--- src/rtl/log2_iter_pkg.sv ---
// Shared types and width helpers for the iterative base-2 logarithm unit.
package log2_iter_pkg;

  typedef enum logic [1:0] {
    IDLE = 2'd0,
    NORM = 2'd1,
    ITER = 2'd2,
    DONE = 2'd3
  } state_e;

  function automatic int int_w(input int in_w);
    return $clog2(in_w);
  endfunction

  function automatic int out_w(input int in_w, input int frac_w);
    return $clog2(in_w) + frac_w;
  endfunction

endpackage

--- src/rtl/log2_lod.sv ---
// Leading-one detector: index of the most significant set bit plus an all-zero flag.
module log2_lod #(
  parameter int W   = 16,
  parameter int K_W = 4
) (
  input  logic [W-1:0]   data,
  output logic [K_W-1:0] idx,
  output logic           zero
);

  // Scan upward so the highest set bit wins.
  always_comb begin
    idx = {K_W{1'b0}};
    for (int i = 0; i < W; i++) begin
      if (data[i]) begin
        idx = K_W'(i);
      end else begin
        idx = idx;
      end
    end
    zero = (data == {W{1'b0}});
  end

endmodule

--- src/rtl/log2_iter.sv ---
// Iterative log2: priority-encoded integer part, then one fraction bit per cycle by
// repeated squaring of the normalised mantissa.
module log2_iter
  import log2_iter_pkg::*;
#(
  parameter int IN_W   = 16,
  parameter int FRAC_W = 8,
  parameter int MAN_W  = 16,
  localparam int INT_W = int_w(IN_W),
  localparam int OUT_W = out_w(IN_W, FRAC_W)
) (
  input  logic             clk,
  input  logic             reset_n,
  input  logic             in_valid,
  output logic             in_ready,
  input  logic [IN_W-1:0]  in_data,
  output logic             out_valid,
  input  logic             out_ready,
  output logic [OUT_W-1:0] out_data,
  output logic             out_err
);

  localparam int CNT_W = $clog2(FRAC_W + 1);

  if (IN_W < 2) begin : g_bad_in_w
    $error("log2_iter: IN_W must be at least 2");
  end
  if (FRAC_W < 1) begin : g_bad_frac_w
    $error("log2_iter: FRAC_W must be at least 1");
  end
  if (MAN_W < IN_W) begin : g_bad_man_w
    $error("log2_iter: MAN_W must be >= IN_W");
  end

  state_e             state_q, state_d;
  logic [IN_W-1:0]    data_q, data_d;
  logic [MAN_W-1:0]   m_q, m_d;
  logic [INT_W-1:0]   int_q, int_d;
  logic [FRAC_W-1:0]  frac_q, frac_d;
  logic [CNT_W-1:0]   cnt_q, cnt_d;
  logic               zero_q, zero_d;
  logic               in_ready_q, in_ready_d;
  logic               out_valid_q, out_valid_d;
  logic [OUT_W-1:0]   out_data_q, out_data_d;
  logic               out_err_q, out_err_d;

  logic [INT_W-1:0]   lod_idx_s;
  logic               lod_zero_s;
  logic [INT_W-1:0]   shift_s;
  logic [MAN_W-1:0]   norm_m_s;
  logic [MAN_W:0]     p_top_s;
  logic               bit_s;

  log2_lod #(
    .W   (IN_W),
    .K_W (INT_W)
  ) u_lod (
    .data (data_q),
    .idx  (lod_idx_s),
    .zero (lod_zero_s)
  );

  // Normalisation and squaring datapath; p_top_s is p[2*MAN_W-1:MAN_W-1].
  always_comb begin
    shift_s  = INT_W'(IN_W - 1) - lod_idx_s;
    norm_m_s = MAN_W'(data_q << shift_s) << (MAN_W - IN_W);
    p_top_s  = (MAN_W + 1)'(({{MAN_W{1'b0}}, m_q} * {{MAN_W{1'b0}}, m_q}) >> (MAN_W - 1));
    bit_s    = p_top_s[MAN_W];
  end

  // Next-state and next-output logic; out_valid rises one cycle after DONE is entered.
  always_comb begin
    state_d     = state_q;
    data_d      = data_q;
    m_d         = m_q;
    int_d       = int_q;
    frac_d      = frac_q;
    cnt_d       = cnt_q;
    zero_d      = zero_q;
    out_valid_d = out_valid_q;
    out_data_d  = out_data_q;
    out_err_d   = out_err_q;
    case (state_q)
      IDLE: begin
        if (in_valid && in_ready_q) begin
          state_d = NORM;
          data_d  = in_data;
        end else begin
          state_d = IDLE;
        end
      end
      NORM: begin
        frac_d = {FRAC_W{1'b0}};
        cnt_d  = {CNT_W{1'b0}};
        zero_d = lod_zero_s;
        if (lod_zero_s) begin
          int_d   = {INT_W{1'b0}};
          m_d     = {MAN_W{1'b0}};
          state_d = DONE;
        end else begin
          int_d   = lod_idx_s;
          m_d     = norm_m_s;
          state_d = ITER;
        end
      end
      ITER: begin
        frac_d = (frac_q << 1) | FRAC_W'(bit_s);
        cnt_d  = cnt_q + CNT_W'(1);
        if (bit_s) begin
          m_d = p_top_s[MAN_W:1];
        end else begin
          m_d = p_top_s[MAN_W-1:0];
        end
        if (cnt_q == CNT_W'(FRAC_W - 1)) begin
          state_d = DONE;
        end else begin
          state_d = ITER;
        end
      end
      DONE: begin
        if (!out_valid_q) begin
          out_valid_d = 1'b1;
          out_data_d  = {int_q, frac_q};
          out_err_d   = zero_q;
        end else if (out_ready) begin
          out_valid_d = 1'b0;
          out_data_d  = {OUT_W{1'b0}};
          out_err_d   = 1'b0;
          state_d     = IDLE;
        end else begin
          state_d = DONE;
        end
      end
      default: begin
        state_d = IDLE;
      end
    endcase
    in_ready_d = (state_d == IDLE);
  end

  // State and output registers with synchronous active-low reset.
  always_ff @(posedge clk) begin
    if (!reset_n) begin
      state_q     <= IDLE;
      data_q      <= {IN_W{1'b0}};
      m_q         <= {MAN_W{1'b0}};
      int_q       <= {INT_W{1'b0}};
      frac_q      <= {FRAC_W{1'b0}};
      cnt_q       <= {CNT_W{1'b0}};
      zero_q      <= 1'b0;
      in_ready_q  <= 1'b0;
      out_valid_q <= 1'b0;
      out_data_q  <= {OUT_W{1'b0}};
      out_err_q   <= 1'b0;
    end else begin
      state_q     <= state_d;
      data_q      <= data_d;
      m_q         <= m_d;
      int_q       <= int_d;
      frac_q      <= frac_d;
      cnt_q       <= cnt_d;
      zero_q      <= zero_d;
      in_ready_q  <= in_ready_d;
      out_valid_q <= out_valid_d;
      out_data_q  <= out_data_d;
      out_err_q   <= out_err_d;
    end
  end

  assign in_ready  = in_ready_q;
  assign out_valid = out_valid_q;
  assign out_data  = out_data_q;
  assign out_err   = out_err_q;

endmodule

--- config.mk ---
export PLATFORM = sky130hd
export DESIGN_NAME = log2_iter
export DESIGN_NICKNAME = d
export VERILOG_FILES = /design/src/rtl/log2_iter_pkg.sv /design/src/rtl/log2_lod.sv /design/src/rtl/log2_iter.sv
export SDC_FILE = /design/constraint.sdc
export NUM_CORES = 1
export LEC_CHECK = 0
export BUFFER_PORTS_ARGS = -buffer_cell sky130_fd_sc_hd__buf_4
export CAP_MARGIN = 40
export CORE_ASPECT_RATIO = 1.25
export CORE_MARGIN = 4
export CORE_UTILIZATION = 50
export CTS_CLUSTER_SIZE = 25
export DETAILED_ROUTE_END_ITERATION = 12
export GPL_TIMING_DRIVEN = 1
export PLACE_DENSITY = 0.66
export RECOVER_POWER = 100
export SLEW_MARGIN = 20
export SYNTH_ARGS = -nofsm -noshare
export SYNTH_HDL_FRONTEND = slang
export SYNTH_SLANG_ARGS = --single-unit
export TNS_END_PERCENT = 1
--- constraint.sdc ---
create_clock -name clk -period 16.1 [get_ports clk]
set_input_delay 1.61 -clock clk [delete_from_list [all_inputs] [get_ports clk]]
set_output_delay 1.61 -clock clk [all_outputs]
set_load 0.01 [all_outputs]
==> flow_metrics.tcl <==
set metrics [dict create \
    cp_num_buf_inv 5 \
    hold_depth 1 \
    rsz0062_at_grt "false" \
    crit_fanout 27 \
    synth_top_area_share_pct 29.2 \
    cp.required_ns 16.37 \
    synth_top_cell_by_area "fa_1" \
    maxSlewHeadroom_pct -55.6 \
    syn_nets 1608 \
    min_period_ns 7.88 \
    tightest_slew_ns 2.33 \
    root_buffer "clkbuf_16" \
    outcome "finished, violations left" \
    yosysWarnings 0 \
    grt_max_degree 68 \
    slew_violations 68 \
    cts_buffers 9 \
    finalSetupViolations 0 \
    viasPerCell 5.49 \
    path_class "flop to flop" \
    grt.overflow.total 0 \
    hold_viol 0 \
    cp-start-kind "flop" \
    synth_edf_count 0 \
    arrival_ns 8.14 \
    peakVddDrop_mv 0.0960 \
    cp_common_cell "fa_1" \
    rows 60 \
    dr.pass1.iters 5 \
    violations "max-capacitance violations, max-slew violations" \
    final_util_pct 54.2 \
    path_clk_slew_ns 0.06 \
    die_h_um 174 \
    post_cts_buffers 0 \
    routabilityCongestion 0.883 \
    syn_inst 1319 \
    ctsHoldBuffers 0 \
    cp_slowest_cell "clkbuf_1" \
    routed_wl_um 25500 \
    wire_per_inst_um 16.0 \
    dp_hpwl_um 20400 \
    ios 35 \
    yosys_most_used_dff "dfxtp_1" \
    avgSynthCellArea_um2 8.37 \
    initial_core_util_pct 51.1 \
    r2r_setup_slack_ns 8.22 \
    rr_startpoint "m_q[13]$_SDFFE_PN0P_" \
    fin_tns_setup_ns 0 \
    synth_area_leaders "fa_1, ha_1, dfxtp_1" \
    rr_endpoint "m_q[13]$_SDFFE_PN0P_" \
    grt_pass1_wl_um 44500 \
    power_mw 1.22 \
    layout_commonest_cell "inv_1" \
    drive_above_1_share_pct 4.49 \
    drtIter0Drc 589 \
    core_um2 21600 \
    min_to "int_q[1]$_SDFFE_PN0P_" \
    mostFrequentLayoutCells "inv_1, fa_1, nand2_1, ha_1, dfxtp_1" \
    cts_resized 0 \
    fin_hold_ws_ns 0.494 \
    synth_area_um2 11000 \
    synth_cell_type_count 73 \
    first_global_vias 9109 \
    synth_seq_area_share_pct 12.0 \
    cp_top_family "adder cells" \
    maxCapViolations 1 \
    period_share_pct 48.9 \
    p_per_area_nw_per_um2 104 \
    vias 8743 \
    nets 1598 \
    fmax_mhz 127 \
    port_buffers 34 \
    crit_path_end_kind "flop" \
    path_cells "inv_1, nor2_1, ha_1, xor2_1, fa_1, inv_1, fa_1, fa_1, fa_1, inv_1, fa_1, inv_1, ha_1, nand4_1, nor4b_1, a311oi_1, a211oi_1, nor4_1, nor4b_4, clkbuf_1, a211oi_1, o41ai_1, a22o_1" \
    async_reset_ff_share_pct 0 \
    die_area_um2 24500 \
    n_antenna_cell 0 \
    hold_class "flop to flop" \
    track_usage_pct 21.9 \
    ant_nets 0 \
    cts_tree "done" \
    antenna_found_initial 0 \
    areaGrowthSynthToFinish_pct 6.18 \
    holdCritStartpoint "int_q[1]$_SDFFE_PN0P_" \
    insertion_delay_ns 0.34 \
    drc 0 \
    fin_skew_ns 0.0105 \
    power.leakage_nw 6.02 \
    cts.sinks 66 \
    h-tree-depth 3 \
    fp.dieW_um 141 \
    rr_worst_depth 23 \
    critical-path-max-stage-delay_ns 0.86 \
    clock_path_buffers 2 \
    synth-seq-cells 66 \
]
## sequential cells by signal (all words and copies together), names as in the netlist
register and count:
cnt_q 4, frac_q 8, m_q 16, state_q 2
zero_q 1, out_valid 1, data_q 16, int_q 4
out_data 12, in_ready 1, out_err 1
## synth_stat cells (all sizes together), types with 9 or more instances
cell    number
nand2      142
nor2        62
inv        260
nor3        10
nand2b      16
a21boi      30
and2        44
ha         108
nand3       23
nand4        9
dfxtp       66
a31oi       13
fa         161
clkbuf      60
a21o         9
a21oi       47
o21ai       51
a22oi       20
a211oi      15
xnor2       13
xor2        11
nor2b       20
mux2i       16
## routing by layer
layer / wire length, µm / GRT usage (%)
met5: 0 / 0
met4: 765 / 6.38
met3: 822 / 1.40
met2: 13500 / 40.0
met1: 10400 / 27.7
## power by group
group / internal, mW / switching (mW) / leakage (nW)
Clock: 0.138 / 0.0789 / 0.163
Sequential: 0.189 / 0.0875 / 0.536
Combinational: 0.280 / 0.446 / 5.32
Total: 0.607 / 0.612 / 6.02
## worst max path at each step
| stage | start | end | slack (ns) | cells past startpoint |
|---|---|---|---|---|
| 3_3_place_gp | m_q[6]$_SDFFE_PN0P_ | m_q[13]$_SDFFE_PN0P_ | 9.08 | 23 |
| 5_1_grt | m_q[3]$_SDFFE_PN0P_ | m_q[13]$_SDFFE_PN0P_ | 7.48 | 23 |
| 6_report | m_q[13]$_SDFFE_PN0P_ | m_q[13]$_SDFFE_PN0P_ | 8.22 | 23 |
| 3_5_place_dp | m_q[3]$_SDFFE_PN0P_ | m_q[13]$_SDFFE_PN0P_ | 8.94 | 23 |
| 2_1_floorplan | m_q[4]$_SDFFE_PN0P_ | m_q[7]$_SDFFE_PN0P_ | 9.76 | 23 |
| 4_1_cts | m_q[3]$_SDFFE_PN0P_ | m_q[13]$_SDFFE_PN0P_ | 8.93 | 23 |
## worst reg2reg max path: stages (launching register included)
cell,delay (ns)
dfxtp_1,0.78
inv_1,0.28
nor2_1,0.21
ha_1,0.28
xor2_1,0.19
fa_1,0.54
inv_1,0.05
fa_1,0.48
fa_1,0.50
fa_1,0.49
inv_1,0.05
fa_1,0.47
inv_1,0.04
ha_1,0.35
nand4_1,0.22
nor4b_1,0.35
a311oi_1,0.13
a211oi_1,0.36
nor4_1,0.15
nor4b_4,0.28
clkbuf_1,0.86
a211oi_1,0.20
o41ai_1,0.40
a22o_1,0.17
## final cells by class
| class | count | area (µm²) |
|---|---|---|
| multi-input combinational | 927 | 8460 |
| tap | 279 | 349 |
| clock buffer | 9 | 225 |
| clock inverter | 7 | 106 |
| sequential | 66 | 1320 |
| inverter | 261 | 980 |
| timing repair buffer | 44 | 282 |
| fill | 2095 | 9900 |
## kinds of logic after synthesis
kind of cell,Yosys count,synth area share (%)
buf+inv,326,11.2
flops,66,12.0
simple gates,364,16.2
compound gates,249,15.4
mux,21,1.96
xor+xnor,24,1.90
fa+ha+maj,269,41.4
## stage by stage
| stage | setup slack [ns] | area (µm²) | cells |
|---|---|---|---|
| after detailed placement | 8.94 | 11500 | 1577 |
| after CTS | 8.93 | 11800 | 1593 |
| after global placement | 9.08 | 11400 | 1574 |
| final | 8.22 | 11700 | 1593 |
| after global routing | 7.48 | 11700 | 1593 |
| after floorplan | 9.76 | 11000 | 1319 |
Power figures use the tool's default switching activity.
